`src/rtl/gcd_pkg.sv`:
```
// Shared definitions for the binary GCD unit: FSM state encoding and default operand width.
package gcd_pkg;

    localparam int GCD_DEFAULT_WIDTH = 32;

    typedef enum logic [1:0] {
        IDLE = 2'd0,
        RUN  = 2'd1,
        DONE = 2'd2
    } gcdState_t;

endpackage : gcd_pkg

```
`src/rtl/gcd_step.sv`:
```
// One Stein (binary GCD) reduction step: given the working pair and the common
// power-of-two count, produce the next pair, the next count and an equality flag.
module gcd_step
    import gcd_pkg::*;
#(
    parameter int WIDTH = GCD_DEFAULT_WIDTH,
    parameter int KW    = $clog2(WIDTH) + 1
) (
    input  logic [WIDTH-1:0] curA,
    input  logic [WIDTH-1:0] curB,
    input  logic [KW-1:0]    curK,
    output logic [WIDTH-1:0] nextA,
    output logic [WIDTH-1:0] nextB,
    output logic [KW-1:0]    nextK,
    output logic             isEqual
);

    logic aEven;
    logic bEven;
    logic aLarger;

    assign aEven   = ~curA[0];
    assign bEven   = ~curB[0];
    assign aLarger = (curA > curB);

    always_comb begin
        nextA   = curA;
        nextB   = curB;
        nextK   = curK;
        isEqual = (curA == curB);
        if (!isEqual) begin
            if (aEven && bEven) begin
                nextA = curA >> 1;
                nextB = curB >> 1;
                nextK = curK + KW'(1);
            end else if (aEven) begin
                nextA = curA >> 1;
            end else if (bEven) begin
                nextB = curB >> 1;
            end else if (aLarger) begin
                // Difference of two odds is even, so the shift drops no information.
                nextA = (curA - curB) >> 1;
            end else begin
                nextB = (curB - curA) >> 1;
            end
        end
    end

endmodule : gcd_step

```
`src/rtl/binary_gcd_unit.sv`:
```
// Iterative binary GCD with valid/ready handshakes on both sides.
// Optional feature macro: GCD_COPRIME_FLAG_EN adds the coprime output.
//
// state | meaning
// IDLE  | waiting for an operand pair, in_ready=1
// RUN   | one reduction step per cycle until A==B
// DONE  | result held on gcd, out_valid=1 until out_ready
module binary_gcd_unit
    import gcd_pkg::*;
#(
    parameter int WIDTH = GCD_DEFAULT_WIDTH,
    parameter int KW    = $clog2(WIDTH) + 1
) (
    input  logic             clk,
    input  logic             reset,
    input  logic             in_valid,
    output logic             in_ready,
    input  logic [WIDTH-1:0] a,
    input  logic [WIDTH-1:0] b,
    output logic             out_valid,
    input  logic             out_ready,
`ifdef GCD_COPRIME_FLAG_EN
    output logic             coprime,
`endif
    output logic [WIDTH-1:0] gcd
);

    gcdState_t        state;
    logic [WIDTH-1:0] regA;
    logic [WIDTH-1:0] regB;
    logic [KW-1:0]    regK;
    logic [WIDTH-1:0] gcdReg;
    logic             outValidReg;
    logic             inReadyReg;

    logic [WIDTH-1:0] nextA;
    logic [WIDTH-1:0] nextB;
    logic [KW-1:0]    nextK;
    logic             isEqual;

    gcd_step #(
        .WIDTH (WIDTH),
        .KW    (KW)
    ) stepInst (
        .curA    (regA),
        .curB    (regB),
        .curK    (regK),
        .nextA   (nextA),
        .nextB   (nextB),
        .nextK   (nextK),
        .isEqual (isEqual)
    );

    always_ff @(posedge clk or posedge reset) begin
        if (reset) begin
            state       <= IDLE;
            regA        <= '0;
            regB        <= '0;
            regK        <= '0;
            gcdReg      <= '0;
            outValidReg <= 1'b0;
            inReadyReg  <= 1'b1;
        end else begin
            case (state)
                IDLE: begin
                    if (in_valid) begin
                        regA       <= a;
                        regB       <= b;
                        regK       <= '0;
                        inReadyReg <= 1'b0;
                        if ((a == '0) || (b == '0)) begin
                            gcdReg      <= a | b;
                            outValidReg <= 1'b1;
                            state       <= DONE;
                        end else begin
                            state <= RUN;
                        end
                    end
                end
                RUN: begin
                    if (isEqual) begin
                        // Result never exceeds min(a,b), so the shift cannot overflow.
                        gcdReg      <= regA << regK;
                        outValidReg <= 1'b1;
                        state       <= DONE;
                    end else begin
                        regA <= nextA;
                        regB <= nextB;
                        regK <= nextK;
                    end
                end
                DONE: begin
                    if (out_ready) begin
                        outValidReg <= 1'b0;
                        inReadyReg  <= 1'b1;
                        state       <= IDLE;
                    end
                end
                default: begin
                    outValidReg <= 1'b0;
                    inReadyReg  <= 1'b1;
                    state       <= IDLE;
                end
            endcase
        end
    end

    assign in_ready  = inReadyReg;
    assign out_valid = outValidReg;
    assign gcd       = gcdReg;

`ifdef GCD_COPRIME_FLAG_EN
    assign coprime = outValidReg && (gcdReg == WIDTH'(1));
`endif

endmodule : binary_gcd_unit

```
`config.mk`:
```
export PLATFORM = sky130hd
export DESIGN_NAME = binary_gcd_unit
export DESIGN_NICKNAME = d
export VERILOG_FILES = /design/src/rtl/gcd_pkg.sv /design/src/rtl/gcd_step.sv /design/src/rtl/binary_gcd_unit.sv
export SDC_FILE = /design/constraint.sdc
export NUM_CORES = 1
export LEC_CHECK = 0
export BUFFER_PORTS_ARGS = -buffer_cell sky130_fd_sc_hd__buf_2
export CAP_MARGIN = 20
export CORE_MARGIN = 2
export CORE_UTILIZATION = 45
export CTS_BUF_LIST = sky130_fd_sc_hd__clkbuf_8
export DETAILED_ROUTE_END_ITERATION = 8
export GPL_TIMING_DRIVEN = 1
export SLEW_MARGIN = 20
export SYNTH_ARGS = -nofsm -noshare
export SYNTH_HDL_FRONTEND = slang
export SYNTH_HIERARCHICAL = 1
export SYNTH_SLANG_ARGS = --single-unit
```
`constraint.sdc`:
```
create_clock -name clk -period 6.95 [get_ports clk]
set_clock_uncertainty 0.15 [all_clocks]
set_input_delay 0.3475 -clock clk [delete_from_list [all_inputs] [get_ports clk]]
set_output_delay 0.3475 -clock clk [all_outputs]
set_load 0.1 [all_outputs]
```
==> results by group <==
Floorplanning
  • IO Count: 102
  • FP Rows: ~60
  • Initial core utilization: between 40% and 50%
  • DIE AREA: between 20000 and 30000 um2
  • Die height: 167 um
  • Die span in x: ~170 um
  • CORE AREA: roughly 26000 um2

Worst setup path
  • Crit Path Class: reg2reg
  • R2R Path End: regB[4]
  • Worst EP required: about 7 ns
  • Flop2flop setup slack: between 1.5 and 2 ns
  • Worst Setup SP: regA[25]
  • RR Startpoint: regA[25]
  • Crit path launch type: flip-flop
  • CP endpoint kind: flip-flop
  • Critical path peak fanout: 31
  • Crit path DAT: 5.62 ns
  • Reg2reg path depth: 13

Global route
  • Total grt overflow: 0
  • Vias in the first global route: approximately 12000
  • Grt peak-use layer: met2
  • Met1 Use GR: between 40 and 50%
  • Initial antenna violation count: 0
  • Pin count of the biggest net entering global routing: 86
  • GRT Overall Usage: between 30% and 40%
  • GRT met3 Usage: 7.01%
  • First-pass GRT wire length: about 74000 um
  • Grt met2 use: between 50% and 60%

Detailed routing
  • Overall routed net length: a little under 50000 um
  • Routed length per instance: 25.2 um
  • Final ANT Viol Nets: 0
  • Drt first pass iters: 8
  • Via density: between 6 and 7
  • Vias: around 13000
  • Violation count after the first detailed-routing iteration: ~1700
  • DR DRC count: 0

Logic synthesis
  • Synth async-reset ratio: 100%
  • Largest family of logic cells by synthesized area: compound AO/OA/AOI/OAI gates
  • Post-synthesis simple-gate area fraction: a little over 20%
  • Synth warn: 6
  • Synthesis-stage register bit count: about 110
  • Average cell area after synthesis: a little under 8 um2
  • Area share of fa/ha/maj cells after synthesis: between 7 and 8%
  • Synthesized cell area: 11900 um2
  • Xor/xnor share of the synthesized area: approximately 4.3%
  • Cell variety after synth: between 80 and 90
  • Post-synth EDFFs: 0
  • Compound-cell area share of the yosys netlist: between 20% and 30%
  • Mapped Cells: between 1500 and 2000
  • Top FF cell, synth: dfrtp_1
  • Post-synthesis sequential area ratio: ~22%
  • Synthesized net count: approximately 1700
  • Mux share of post-synthesis cell area: around 13%

Worst hold path
  • Worst min path class: in2reg
  • Min-Delay Endpoint: regA[3]
  • Worst hold start: a[3]
  • Hold Path Depth: 3

Clocking
  • Number of H-tree levels: 3
  • Clk slew on worst S/H paths: 0.14 ns
  • Clock Tree Buf Depth: 2
  • CTS tree: built
  • Clk Latency, worst-skew pair: 0.42 ns
  • Root buffer cell: clkbuf_8
  • Num CTS Buffers: 9
  • Setup repair bufs after CTS: 0
  • Post-CTS Resized: 0
  • Clock sink count: about 110

Status
  • Status: completed

STA
  • Slew headroom: 26.8%
  • Crit path time final: ~5.4 ns
  • Fmax: 184 MHz
  • Final setup viols: 0
  • Worst slew pin tran: between 1 and 1.5 ns
  • Final Max Tran Viols: 0
  • Hold Violations, Final: 0
  • Tcrit/Tclk final: a little under 80%
  • RSZ-0062 raised after global routing: false
  • Setup TNS: 0 ns

Final layout
  • Syn-to-layout area delta: 6.70%
  • Layout cell share with drive strength beyond 1: 15.7%
  • Final net count: approximately 1700
  • Antenna diodes: 0

Flow run
  • Max_cap viols: 0

Placement
  • Placer's final routability congestion estimate: 1.01
  • Post-DP HPWL: between 30000 and 40000 um
  • Port bufs: slightly above 100
## repair_timing
action,in CTS,in global routing
hold buffers,2,0
endpoints found under the hold margin,40,0
endpoints found under the setup margin,0,0
## final cells by class
type                       instances  area [um2]
fill                            2638       13300
clock inverter                     7        93.8
clock buffer                       9         124
sequential                       106        2660
timing repair buffer             124         681
multi-input combinational       1246        8450
tap                              335         419
inverter                          84         318
## cell usage in the layout (no fill, tap or decap), types with 7 or more instances in the layout
| master | n |
|---|---|
| nand2_1 | 216 |
| nor2_1 | 185 |
| a21oi_1 | 105 |
| dfrtp_1 | 103 |
| buf_2 | 101 |
| a31oi_1 | 85 |
| o21ai_0 | 78 |
| inv_1 | 78 |
| ha_1 | 65 |
| xnor2_1 | 41 |
| mux4_2 | 39 |
| o22ai_1 | 37 |
| mux2_2 | 33 |
| nand3_1 | 31 |
| a21o_1 | 22 |
| nor4_1 | 20 |
| nand4_1 | 20 |
| buf_4 | 20 |
| mux2i_1 | 19 |
| xor2_1 | 18 |
| o31ai_1 | 14 |
| nand2b_1 | 12 |
| nor3_1 | 12 |
| nor2b_1 | 12 |
| o21a_1 | 11 |
| o21bai_1 | 11 |
| a221oi_1 | 9 |
| and3_1 | 9 |
| clkbuf_8 | 9 |
| a211oi_1 | 9 |
| a222oi_1 | 9 |
| o221ai_1 | 8 |
| mux2_1 | 7 |
## state kept, by name (all words and copies together), names as in the netlist
register	flops
state	2
regB	32
in_ready	1
gcd	32
regA	32
regK	6
out_valid	1
## synth_stat cells, types with 14 or more instances
cell type / instances / area (um2)
xnor2_1: 41 / 359
o22ai_1: 37 / 231
nand2_1: 216 / 811
clkbuf_1: 72 / 270
xor2_1: 18 / 158
o21ai_0: 79 / 395
mux4_2: 39 / 878
o31ai_1: 14 / 105
nor2_1: 185 / 694
nand3_1: 31 / 155
buf_2: 23 / 115
nor4_1: 20 / 125
mux2i_1: 19 / 190
a21o_1: 22 / 165
dfrtp_1: 105 / 2630
a21oi_1: 107 / 536
nand4_1: 20 / 125
ha_1: 65 / 813
mux2_2: 33 / 372
a31oi_1: 85 / 532
inv_1: 79 / 297
## worst max-delay path, stage by stage, from the launching register on
cell and delay [ns]:
dfrtp_1 0.55, inv_1 0.08, ha_1 0.51, nand4_1 0.26
or4_4 0.58, or3_1 0.41, or4_4 0.58, o31ai_4 0.12
buf_4 0.42, nand2b_1 0.56, nand2_1 0.48, a222oi_1 0.38
nand2_1 0.09, a31oi_1 0.19
## metal layers
metal | wire (um) | vias to the layer above
li1 | - | 5687
met4 | 1690 | 0
met1 | 20200 | 6139
met3 | 4550 | 98
met2 | 21800 | 708
met5 | 0 | -
## worst max-delay path by stage
stage | endpoint | slack [ns] | cells past startpoint
detailed placement | regB[4] | 1.69 | 13
floorplan | regB[29] | 3.01 | 15
global route | regB[4] | 1.29 | 12
CTS | regB[4] | 1.67 | 13
global placement | regB[15] | 1.84 | 14
finish | regB[4] | 1.52 | 13
## cells by family after synthesis
group | count (synthesis)
AOI/OAI and AO/OA | 468
xor gates and xnor gates | 59
adders and majority gates | 67
buffers and inverters | 197
DFF | 106
muxes | 99
and+or+nand+nor | 553
## through the flow
step	std cells	cell area, um2	hold slack (ns)	setup slack [ns]	utilization (%)
after floorplan	1549	11900	0.284	3.01	-
after global placement	1892	12500	0.267	1.84	47.9
after detailed placement	1892	12500	0.265	1.69	47.9
after CTS	1910	12700	0.0151	1.67	48.9
after global routing	1911	12700	0.0310	1.29	48.9
final	1911	12700	0.0366	1.52	48.9
Power is not shown: default switching activity piles up to over one toggle a cycle in this logic, so the estimate is an artifact.
